[src/rtl/game_pkg.sv]
// game_pkg: state encoding and default song/timing constants shared by the audio path and the song ROM
package game_pkg;
   typedef enum logic [1:0] {IDLE = 2'd0, PLAY = 2'd1, HALT = 2'd2} play_state_t;
   localparam int DEF_SONG_LEN   = 25196;
   localparam int DEF_SAMPLE_DIV = 1563;
   localparam int DEF_ADDR_W     = 15;
   localparam int DEF_DATA_W     = 4;
endpackage

[src/rtl/sound_player_if.sv]
// sound_player_if: game control, song ROM and audio signals of the sound player
interface sound_player_if import game_pkg::*; #(
   parameter int ADDR_W = DEF_ADDR_W,
   parameter int DATA_W = DEF_DATA_W
);
   logic              start;
   logic              collision;
   logic [ADDR_W-1:0] rom_addr;
   logic [DATA_W-1:0] rom_data;
   logic [DATA_W-1:0] sample;
   logic              pwm_out;
   logic              playing;
   logic              song_end;
   modport master (output start, collision, rom_data, input rom_addr, sample, pwm_out, playing, song_end);
   modport slave  (input start, collision, rom_data, output rom_addr, sample, pwm_out, playing, song_end);
endinterface

[src/rtl/sound_player_pwm_dac.sv]
// pwm_dac: free-running counter compared against the sample level to make a 1-bit PWM output
module pwm_dac import game_pkg::*; #(
   parameter int DATA_W = DEF_DATA_W
) (
   input  logic              clk50mhz,
   input  logic              reset,
   input  logic              en,
   input  logic [DATA_W-1:0] level,
   output logic              pwm_out
);
   logic [DATA_W-1:0] pwm_cnt;
   always_ff @(posedge clk50mhz) begin
      if (!reset) begin
         pwm_cnt <= '0;
         pwm_out <= 1'b0;
      end else begin
         pwm_cnt <= pwm_cnt + DATA_W'(1);
         pwm_out <= en && (pwm_cnt < level);
      end
   end
endmodule

[src/rtl/sound_player.sv]
// sound_player: steps through the song ROM at the sample rate, latches samples and drives PWM audio
module sound_player import game_pkg::*; #(
   parameter int SAMPLE_DIV = DEF_SAMPLE_DIV,
   parameter int SONG_LEN   = DEF_SONG_LEN,
   parameter int ADDR_W     = DEF_ADDR_W,
   parameter int DATA_W     = DEF_DATA_W
) (
   input logic          clk50mhz,
   input logic          reset,
   sound_player_if.slave bus
);
   localparam int DIV_W = $clog2(SAMPLE_DIV);
   localparam logic [DIV_W-1:0] DIV_MAX = DIV_W'(SAMPLE_DIV - 1);
   localparam logic [ADDR_W:0] ADDR_END = (ADDR_W + 1)'(SONG_LEN);
   play_state_t      state, state_nxt;
   logic [DIV_W-1:0] div_cnt;
   logic [ADDR_W:0]  addr_inc;
   logic             fetch, tick, enter, wrap;
   always_comb begin
      tick      = (state == PLAY) && (div_cnt == DIV_MAX);
      enter     = (state != PLAY) && bus.start;
      addr_inc  = {1'b0, bus.rom_addr} + (ADDR_W + 1)'(1);
      wrap      = addr_inc == ADDR_END;
      state_nxt = bus.collision ? HALT : enter ? PLAY : state;
   end
   always_ff @(posedge clk50mhz) begin
      if (!reset) begin
         state        <= IDLE;
         bus.rom_addr <= '0;
         bus.sample   <= '0;
         bus.song_end <= 1'b0;
         div_cnt      <= '0;
         fetch        <= 1'b0;
      end else begin
         state        <= state_nxt;
         bus.song_end <= 1'b0;
         if (bus.collision) begin
            bus.rom_addr <= '0;
            bus.sample   <= '0;
            div_cnt      <= '0;
            fetch        <= 1'b0;
         end else if (enter) begin
            bus.rom_addr <= '0;
            div_cnt      <= '0;
            fetch        <= 1'b1;
         end else if (state == PLAY) begin
            fetch   <= tick;
            div_cnt <= tick ? '0 : div_cnt + DIV_W'(1);
            if (fetch) bus.sample <= bus.rom_data;
            if (tick) begin
               bus.rom_addr <= wrap ? '0 : addr_inc[ADDR_W-1:0];
               bus.song_end <= wrap;
            end
         end
      end
   end
   assign bus.playing = state == PLAY;
   // gating on collision keeps the pin low from the very cycle HALT is entered
   pwm_dac #(.DATA_W(DATA_W)) u_pwm (
      .clk50mhz(clk50mhz),
      .reset   (reset),
      .en      ((state == PLAY) && !bus.collision),
      .level   (bus.sample),
      .pwm_out (bus.pwm_out)
   );
endmodule

[src/flat_wrapper.sv]
// flat-port wrapper written by rule: the top's interface ports become plain ports
module sound_player_flat import game_pkg::*;
#(
   parameter int SAMPLE_DIV = DEF_SAMPLE_DIV,
   parameter int SONG_LEN   = DEF_SONG_LEN,
   parameter int ADDR_W     = DEF_ADDR_W,
   parameter int DATA_W     = DEF_DATA_W
)
  (clk50mhz, reset, bus_start, bus_collision, bus_rom_data, bus_rom_addr, bus_sample, bus_pwm_out, bus_playing, bus_song_end);
  sound_player_if #(.ADDR_W(ADDR_W), .DATA_W(DATA_W)) bus_i ();
  input logic clk50mhz;
  input logic reset;
  input wire logic [$bits(bus_i.start)-1:0] bus_start;
  input wire logic [$bits(bus_i.collision)-1:0] bus_collision;
  input wire logic [$bits(bus_i.rom_data)-1:0] bus_rom_data;
  output wire logic [$bits(bus_i.rom_addr)-1:0] bus_rom_addr;
  output wire logic [$bits(bus_i.sample)-1:0] bus_sample;
  output wire logic [$bits(bus_i.pwm_out)-1:0] bus_pwm_out;
  output wire logic [$bits(bus_i.playing)-1:0] bus_playing;
  output wire logic [$bits(bus_i.song_end)-1:0] bus_song_end;
  assign bus_i.start = bus_start;
  assign bus_i.collision = bus_collision;
  assign bus_i.rom_data = bus_rom_data;
  assign bus_rom_addr = bus_i.rom_addr;
  assign bus_sample = bus_i.sample;
  assign bus_pwm_out = bus_i.pwm_out;
  assign bus_playing = bus_i.playing;
  assign bus_song_end = bus_i.song_end;
  sound_player #(.SAMPLE_DIV(SAMPLE_DIV), .SONG_LEN(SONG_LEN), .ADDR_W(ADDR_W), .DATA_W(DATA_W)) u_core (.clk50mhz(clk50mhz), .reset(reset), .bus(bus_i));
endmodule
[config.mk]
export PLATFORM = sky130hd
export DESIGN_NAME = sound_player_flat
export DESIGN_NICKNAME = d
export VERILOG_FILES = /design/src/rtl/game_pkg.sv /design/src/rtl/sound_player_if.sv /design/src/rtl/sound_player_pwm_dac.sv /design/src/rtl/sound_player.sv /design/src/flat_wrapper.sv
export SDC_FILE = /design/constraint.sdc
export NUM_CORES = 1
export LEC_CHECK = 0
export ABC_AREA = 1
export ABC_CLOCK_PERIOD_IN_PS = 3250
export BUFFER_PORTS_ARGS = -buffer_cell sky130_fd_sc_hd__buf_4
export CAP_MARGIN = 20
export CORE_UTILIZATION = 55
export DETAILED_ROUTE_END_ITERATION = 10
export PLACE_DENSITY = 0.74
export SYNTH_ARGS = -nofsm -noshare
export SYNTH_HDL_FRONTEND = slang
export SYNTH_SLANG_ARGS = --single-unit
[constraint.sdc]
create_clock -name clk50mhz -period 3.25 [get_ports clk50mhz]
set_input_delay 0 -clock clk50mhz [delete_from_list [all_inputs] [get_ports clk50mhz]]
set_output_delay 0 -clock clk50mhz [all_outputs]
set_load 0.005 [all_outputs]
; ---- Word-level counts from Yosys, hierarchy flattened
; Cells that the tools add are included.
[classes]
bitwise = 4
reduce_logical = 12
n_addsub = 3
n_mux = 6
n_eq_ne = 4
order_cmp = 1
[ops]
columns = cell, n
row1 = "adder 15 x 1 -> 16 bit, second input constant", 1
row2 = "equality test 16 x 15 -> 1 bit, second input constant", 1
row3 = two-way mux 15 bit, 1
row4 = "adder 11 x 1 -> 11 bit, second input constant", 1
row5 = "equality test 11 bit, second input constant", 1
row6 = two-way mux 11 bit, 1
row7 = OR reduction 5 bit, 1
row8 = "adder 4 x 1 -> 4 bit, second input constant", 1
row9 = logical AND 1 bit, 4
row10 = less-than comparator 4 bit, 1
row11 = two-way mux 2 bit, 2
row12 = NOT 1 bit, 4
row13 = nonzero test 2 bit, 2
row14 = AND reduction 3 bit, 1
row15 = OR reduction 3 bit, 1
row16 = "equality test 2 x 1 -> 1 bit, second input constant", 1
row17 = two-way mux 1 bit, 2
row18 = "inequality test 2 x 1 -> 1 bit, second input constant", 1
row19 = AND reduction 2 bit, 1
row20 = OR reduction 2 bit, 1
row21 = zero test 1 bit, 1
[totals]
reg_bits = 39
inputBits = 8
out_inout_bits = 22

; ---- Depth between registers and ports, before layout
; Gate-level depths: netlist of run 1.
[depth]
depth_word = 4
ltp_mapped = 13
mapped_depth_nobuf = 13

; ---- Hierarchy
; Synthesis of run 1 repeated with hierarchy kept, for this count alone.
[hier_totals]
cells_unflattened = 290
hier_area_um2 = 1998.2
[by_module_without_submodules]
columns = module, seq_area_each_um2, cells_per_inst, n_inst, area_each_um2
row1 = sound_player, 680.7, 257, 1, 1746.7
row2 = pwm_dac, 100.1, 33, 1, 251.5

; ---- Least setup slack after synthesis of run 1
; Ideal clock, no wire load.
[synth_timing]
path_kind = register to register
startpoint = reg u_core.bus.rom_addr[0]
endpoint = reg u_core.bus.rom_addr[0]
n_path_buf = 0
stages_incl_launch_ff = 13
required_ps = 3134
arrival_time_ps = 1517
setup_slack_ps = 1617
period_less_slack_ps = 1633
cell_sequence = dfxtp_1 ha_1 inv_1 nor2_4 nand3_2 nand2_2 nand2_1 nor2_1 nand3_1 nor2_2 nand2_1 nand2_1 nor2_1
[synth_between]
elab_chain_cells = 3
[synth_rtl]
columns = item, line
row1 = "start, declared", sound_player_if.sv:15  ; modport slave (input start, collision, rom_data, output rom_addr, sample, pwm_out, playing, song_end);
row2 = "start signal, assigned", sound_player.sv:51  ; bus.rom_addr <= wrap ? '0 : addr_inc[ADDR_W-1:0];
row3 = adder 15 x 1 -> 16 bit *, sound_player.sv:22  ; addr_inc = {1'b0, bus.rom_addr} + (ADDR_W + 1)'(1);
row4 = equality test 16 x 15 -> 1 bit, sound_player.sv:23  ; wrap = addr_inc == ADDR_END;
row5 = two-way mux 15 bit *, sound_player.sv:51
; Mark *: on every way between the ends. The rest lies on a longest branch, timed or not.
; A chain may end at the register's enable or synchronous reset.

; ---- Final worst setup path of run 1
; Ends and elaborated chain as after synthesis.

==> results of run 1 <==
-- metal layers --
| metal | routed length [um] | part of all wire | GRT usage | vias to the layer above |
|---|---|---|---|---|
| met5 | 0 | 0 | 0 | - |
| met1 | 2260 | 0.46 | 0.314 | 945 |
| met4 | 80 | 0.016 | 0.106 | 0 |
| li1 | - | - | - | 1092 |
| met3 | 169 | 0.034 | 0.0589 | 7 |
| met2 | 2400 | 0.49 | 0.466 | 36 |
-- registers in the layout, summed over array words and instances (netlist names) --
name                  count
u_core.bus.rom_addr      15
u_core.div_cnt           11
u_core.bus.sample         4
u_core.u_pwm.pwm_cnt      4
u_core.state              2
u_core.bus.song_end       1
u_core.fetch              1
u_core.u_pwm.pwm_out      1
-- worst max-delay path, cell delays in order, from the launching register on --
cell	delay, ns
dfxtp_1	0.44
ha_1	0.26
inv_1	0.10
nor2_4	0.21
nand4_1	0.12
nand2_1	0.15
nand2_1	0.07
nor2_1	0.08
nand2_1	0.08
nor2_2	0.12
nand2_1	0.06
nand2_1	0.07
nor2_1	0.04
-- cells in the mapped netlist, types with 2 or more instances --
cell	count	area, um^2
a21oi_1	14	70.1
dfxtp_1	39	781
ha_1	7	87.6
inv_1	40	150
inv_2	5	18.8
nand2_1	78	293
nand2_2	4	25.0
nand3_1	26	130
nand3_2	2	20.0
nand4_1	10	62.6
nor2_1	35	131
nor2_2	3	18.8
nor2_4	5	56.3
nor3_1	7	35.0
nor4_1	3	18.8
o21ai_0	12	60.1
o21ai_1	4	20.0
o21bai_1	2	15.0
o22ai_1	2	12.5
xnor2_1	2	17.5
xor2_1	4	35.0
-- cell type report --
class / instances / area, um^2 / share of cell area
timing repair buffer: 35 / 278 / 0.109
tap: 48 / 60.1 / 0.0235
multi-input combinational: 227 / 1170 / 0.457
clock buffer: 8 / 100 / 0.0391
sequential: 39 / 781 / 0.305
inverter: 45 / 169 / 0.0660
-- path summary, 6_finish.rpt --
| kind | to | slack (ns) | cells after the start |
|---|---|---|---|
| min reg2reg | u_core.u_pwm.pwm_cnt[0] | 0.48 | 1 |
| max reg2reg | u_core.bus.rom_addr[0] | 1.34 | 12 |
| min | u_core.bus.sample[3] | 0.06 | 3 |
| max | u_core.bus.rom_addr[0] | 1.34 | 12 |
-- power by group through the flow --
stage	combinational, W	clock, W	sequential [W]
after floorplan	0.0000260	0	0.000498
after global placement	0.0000391	0	0.000499
after detailed placement	0.0000401	0	0.000499
after CTS	0.0000461	0.000372	0.000488
after global routing	0.0000529	0.000392	0.000488
final	0.0000465	0.000363	0.000487
-- layout by cell type, fill, tap and decap left out, types with 2 or more instances in the layout --
master	Yosys	layout
xnor2_1	2	2
nor2_1	35	35
o22ai_1	2	2
nor2_4	5	5
o21bai_1	2	2
nor3_1	7	7
nand3_1	26	26
nand2_1	78	78
a21oi_1	14	14
inv_2	5	5
inv_1	40	40
o21ai_1	4	4
clkbuf_8	0	7
buf_4	1	29
nor2_2	3	3
nand3_2	2	2
dlygate4sd3_1	0	6
xor2_1	4	4
nand4_1	10	10
nor4_1	3	3
ha_1	7	7
o21ai_0	12	12
dfxtp_1	39	39
nand2_2	4	4
-- cells by family (layout without fill, tap and decap cells) --
| group | after synthesis | count (layout) | share of synthesized area |
|---|---|---|---|
| flops | 39 | 39 | 0.365 |
| simple gates | 175 | 175 | 0.378 |
| fa+ha+maj | 7 | 7 | 0.0410 |
| buf+inv | 48 | 88 | 0.0872 |
| xor+xnor | 6 | 6 | 0.0246 |
| compound gates | 39 | 39 | 0.104 |
-- stage by stage --
stage,std cells,setup WS [ns],power (W),instance area [um^2]
2_1_floorplan,314,1.62,0.000524,2140
3_3_place_gp,388,1.40,0.000538,2400
3_5_place_dp,388,1.39,0.000539,2400
4_1_cts,402,1.37,0.000905,2560
5_1_grt,402,1.14,0.000933,2560
6_report,402,1.34,0.000897,2560
==> metrics.txt, run 1 <==
outcome=complete, no violations; max-cap violations=0; fraction of registers with async set/reset=0; GR Overflow Total=0; Yosys warnings=0; initial antenna violation count=0; CP startpoint kind=flip-flop; TritonCTS buffer count=5; Leakage=1.00 nW; Internal=0.000698 W; worst r2r src=u_core.bus.rom_addr[0]; layout cells sized above 1=0.164; GPL Wtd Cong=0.846; Syn Inst Count=314; peak supply drop=319 uV; clock input transition at the sequential cells of the worst setup and hold paths=0.08 ns; die area=4140 um^2; largest net degree at the start of global routing=15; vias per cell=5.17; clk buf depth=2; Worst setup EP type=flip-flop; cts repair resizes=0; Power Dens Cells=351 nW/um^2; DRC viols=0; RSZ-0062 raised after global routing=no; NumNets Final=368; WL per Instance=12.2 um; hold_buf cts=6; FILL cells=334; antenna cells=0; Final Max Slew Viols=0; global-route wire length before repair=8450 um; vias in the first global route=1949; setup TNS=0 ns; CP Launch Point=u_core.bus.rom_addr[0]; io pins=30; Initial Utilization=0.579; commonest register cell after synthesis=dfxtp_1; Final Hold Fails=0; Sequential Power Share=0.543; worst endpoint data arrival time=2.11 ns; Detail Route Antenna Nets=0; CTS tree=yes; Distinct cells, synth=31; postcts setup bufs=0; Final Skew=0.00667 ns; clock sink count=39; Hold Slack=0.0573 ns; clk_lat worst skew=0.29 ns; PortBufs=29; Req. time, crit path=3.44 ns; row cnt=22; Chip Height=64.3 um; combinational share of power=0.052; CP Class=reg -> reg; min Tclk post-route=1.91 ns; 1st-iter DRT viols=184; hold path startpoint=bus_rom_data[3]; Die W=64.3 um; drt pass-1 iters=6; FMAX=523 MHz; switching power total=0.000199 W; Root Driver=clkbuf_8; Area growth syn-to-layout=19.7%; slew margin rel.=0.729; Final period util=0.588; Tightest Hold Check Type=in -> reg; DP HPWL=3650 um; FF+latch count, synth=39; Synth Net Count=329; Synth Cell Area=2140 um^2; EDFF count, synth=0; maximum fanout along the worst path=7; routed wire length=4910 um; fin util=0.693; CTS H-tree depth=2; syn_area_per_cell=6.81 um^2; GRT Overall Usage=0.267; Slew @ Worst Pin=0.406 ns; post-synthesis sequential area ratio=0.365; Clock Power Share=0.405; endpoints failing setup=0; Vias=2080; switching share of total power=0.222; core area=3690 um^2
Note: power is estimated with default switching activity, not from simulation.
==> run 2, diff against run 1 <==
ABC_CLOCK_PERIOD_IN_PS = 1580   (was 3250)
CORE_UTILIZATION = 51   (was 55)
PLACE_DENSITY = 0.72   (was 0.74)
clock period = 1.58 ns   (was 3.25 ns; I/O delays follow)
==> metrics.txt, run 2 (synthesized netlist as in run 1, its figures left out) <==
met2 usage=0.518; Cells after DPL=435; CP Buf/Inv Count=1; WL per Instance=13.7 um; grt peak-use layer=met2; Post-Layout Cell Count=468; global-route wire length before repair=9800 um; layout cells sized above 1=0.376; Req. time, crit path=1.77 ns; Final Max Slew Viols=0; CP max-delay cell=dfxtp_2; clk buf depth=2; DP HPWL=4070 um; commonest non-fill, non-tap cell in the layout=buf_4; Hold Slack=0.468 ns; routed wire length=6400 um; NumNets Final=432; clk_lat worst skew=0.30 ns; DRC viols=0; CTS H-tree depth=2; drt pass-1 iters=5; TritonCTS buffer count=5; design area=3240 um^2; GPL Wtd Cong=0.917; Vias=2519; min Tclk post-route=1.86 ns; Largest Register=u_core.bus.rom_addr; CP Cell Sequence=ha_4 -> inv_4 -> nor2_4 -> nand2_1 -> nand2_1 -> nand2_1 -> nor2_1 -> nand3_1 -> nor2_2 -> nand2_1 -> nand2_2 -> nor2_2; Root Driver=clkbuf_8; fin util=0.809; violated checks=negative setup slack; CP Class=reg -> reg; outcome=finished with violations; most frequent cells in the layout=buf_4, nand2_1, inv_1; 1st-iter DRT viols=233; vias per cell=5.38; Slew @ Worst Pin=0.296 ns; Final Hold Fails=0; slew margin rel.=0.801; FMAX=538 MHz; Power Dens Cells=587 nW/um^2; CP peak stage delay=0.37 ns; peak supply drop=652 uV; row cnt=23; Chip Height=66.7 um; vias in the first global route=2302; largest net degree at the start of global routing=13; CP startpoint kind=flip-flop; initial antenna violation count=0; RSZ-0062 raised after global routing=yes; FILL cells=264; Largest regs=u_core.bus.rom_addr (15), u_core.div_cnt (11); antenna cells=0; PortBufs=29; register area=793 um^2; worst endpoint data arrival time=2.04 ns; Leakage=1.39 nW; Worst setup EP type=flip-flop; Tightest Hold Check Type=in -> reg; Area growth syn-to-layout=51.5%; Die W=66.7 um; Detail Route Antenna Nets=0; die area=4450 um^2; instance area at placement=2740 um^2; endpoints failing setup=11; CTS tree=yes; multi-input logic area=1320 um^2; core area=4000 um^2; GR Overflow Total=0; clock input transition at the sequential cells of the worst setup and hold paths=0.08 ns; clock sink count=39; max-cap violations=0; most numerous cell on the critical path=nand2_1; Global Route met1 Usage=0.328; Initial Utilization=0.534; Final period util=1.18; GRT Overall Usage=0.292; maximum fanout along the worst path=7; Worst path top cell family by delay=simple AND/OR/NAND/NOR gates; Final Skew=0.00709 ns; io pins=30; met3 GRT Util=0.0702; worst setup margin=-0.278 ns; max FFs per register=15
[run 2: cell types whose count changed in the layout (fill, tap and decap cells not counted), sizes merged]
cell and change:
buf +61, clkinvlp +1, clkbuf -1, dlygate4sd3 +3
[run 2: per-stage QoR]
step	total power, W	setup TNS (ns)	worst slack, ns
floorplan	0.00108	0	0.0164
global placement	0.00111	-0.764	-0.125
detailed placement	0.00112	-0.928	-0.140
CTS	0.00189	-0.359	-0.0892
global route	0.00196	-3.30	-0.360
finish	0.00190	-2.13	-0.278
[run 2: layout make-up]
type                    count  area share
clock inverters             1     0.00232
inverters                  45      0.0537
repair buffers             99       0.241
multi-input cells         227       0.409
flip-flops and latches     39       0.245
well taps                  50      0.0193
clock buffers               7      0.0298
[run 2: report_power, final]
| part | leakage, nW | switching, W | total [W] | internal, W |
|---|---|---|---|---|
| combinational | 1.02 | 0.0000630 | 0.000127 | 0.0000635 |
| sequential | 0.320 | 0.00000975 | 0.00100 | 0.000992 |
| clock | 0.0505 | 0.000373 | 0.000770 | 0.000397 |
| total | 1.39 | 0.000446 | 0.00190 | 0.00145 |
[run 2: worst paths after layout]
check	startpoint	to	slack (ns)	depth (start not counted)
min reg2reg	u_core.bus.sample[0]	u_core.bus.sample[0]	0.48	2
max	u_core.bus.rom_addr[1]	u_core.bus.rom_addr[2]	-0.28	12
max reg2reg	u_core.bus.rom_addr[1]	u_core.bus.rom_addr[2]	-0.28	12
min	reset	u_core.u_pwm.pwm_cnt[1]	0.47	4
[run 2: timing repair]
item                                    CTS  global route
hold endpoints to repair                 10             0
cloned                                    0             0
hold buffers                              9             0
pin swaps                                12            30
buffers inserted                          7             9
endpoints found under the setup margin   10            27
resized for setup                        15            35
[run 2: tightest hold or removal path, cell delays in order]
cell           delay [ns]
buf_4                0.07
dlygate4sd3_1        0.57
nand2_1              0.06
inv_1                0.04
[run 2: metal layers]
metal  wire, um  vias to the layer above
li1           -                     1231
met1       2660                     1172
met2       3240                       95
met3        342                       21
met4        146                        0
met5          0                        -
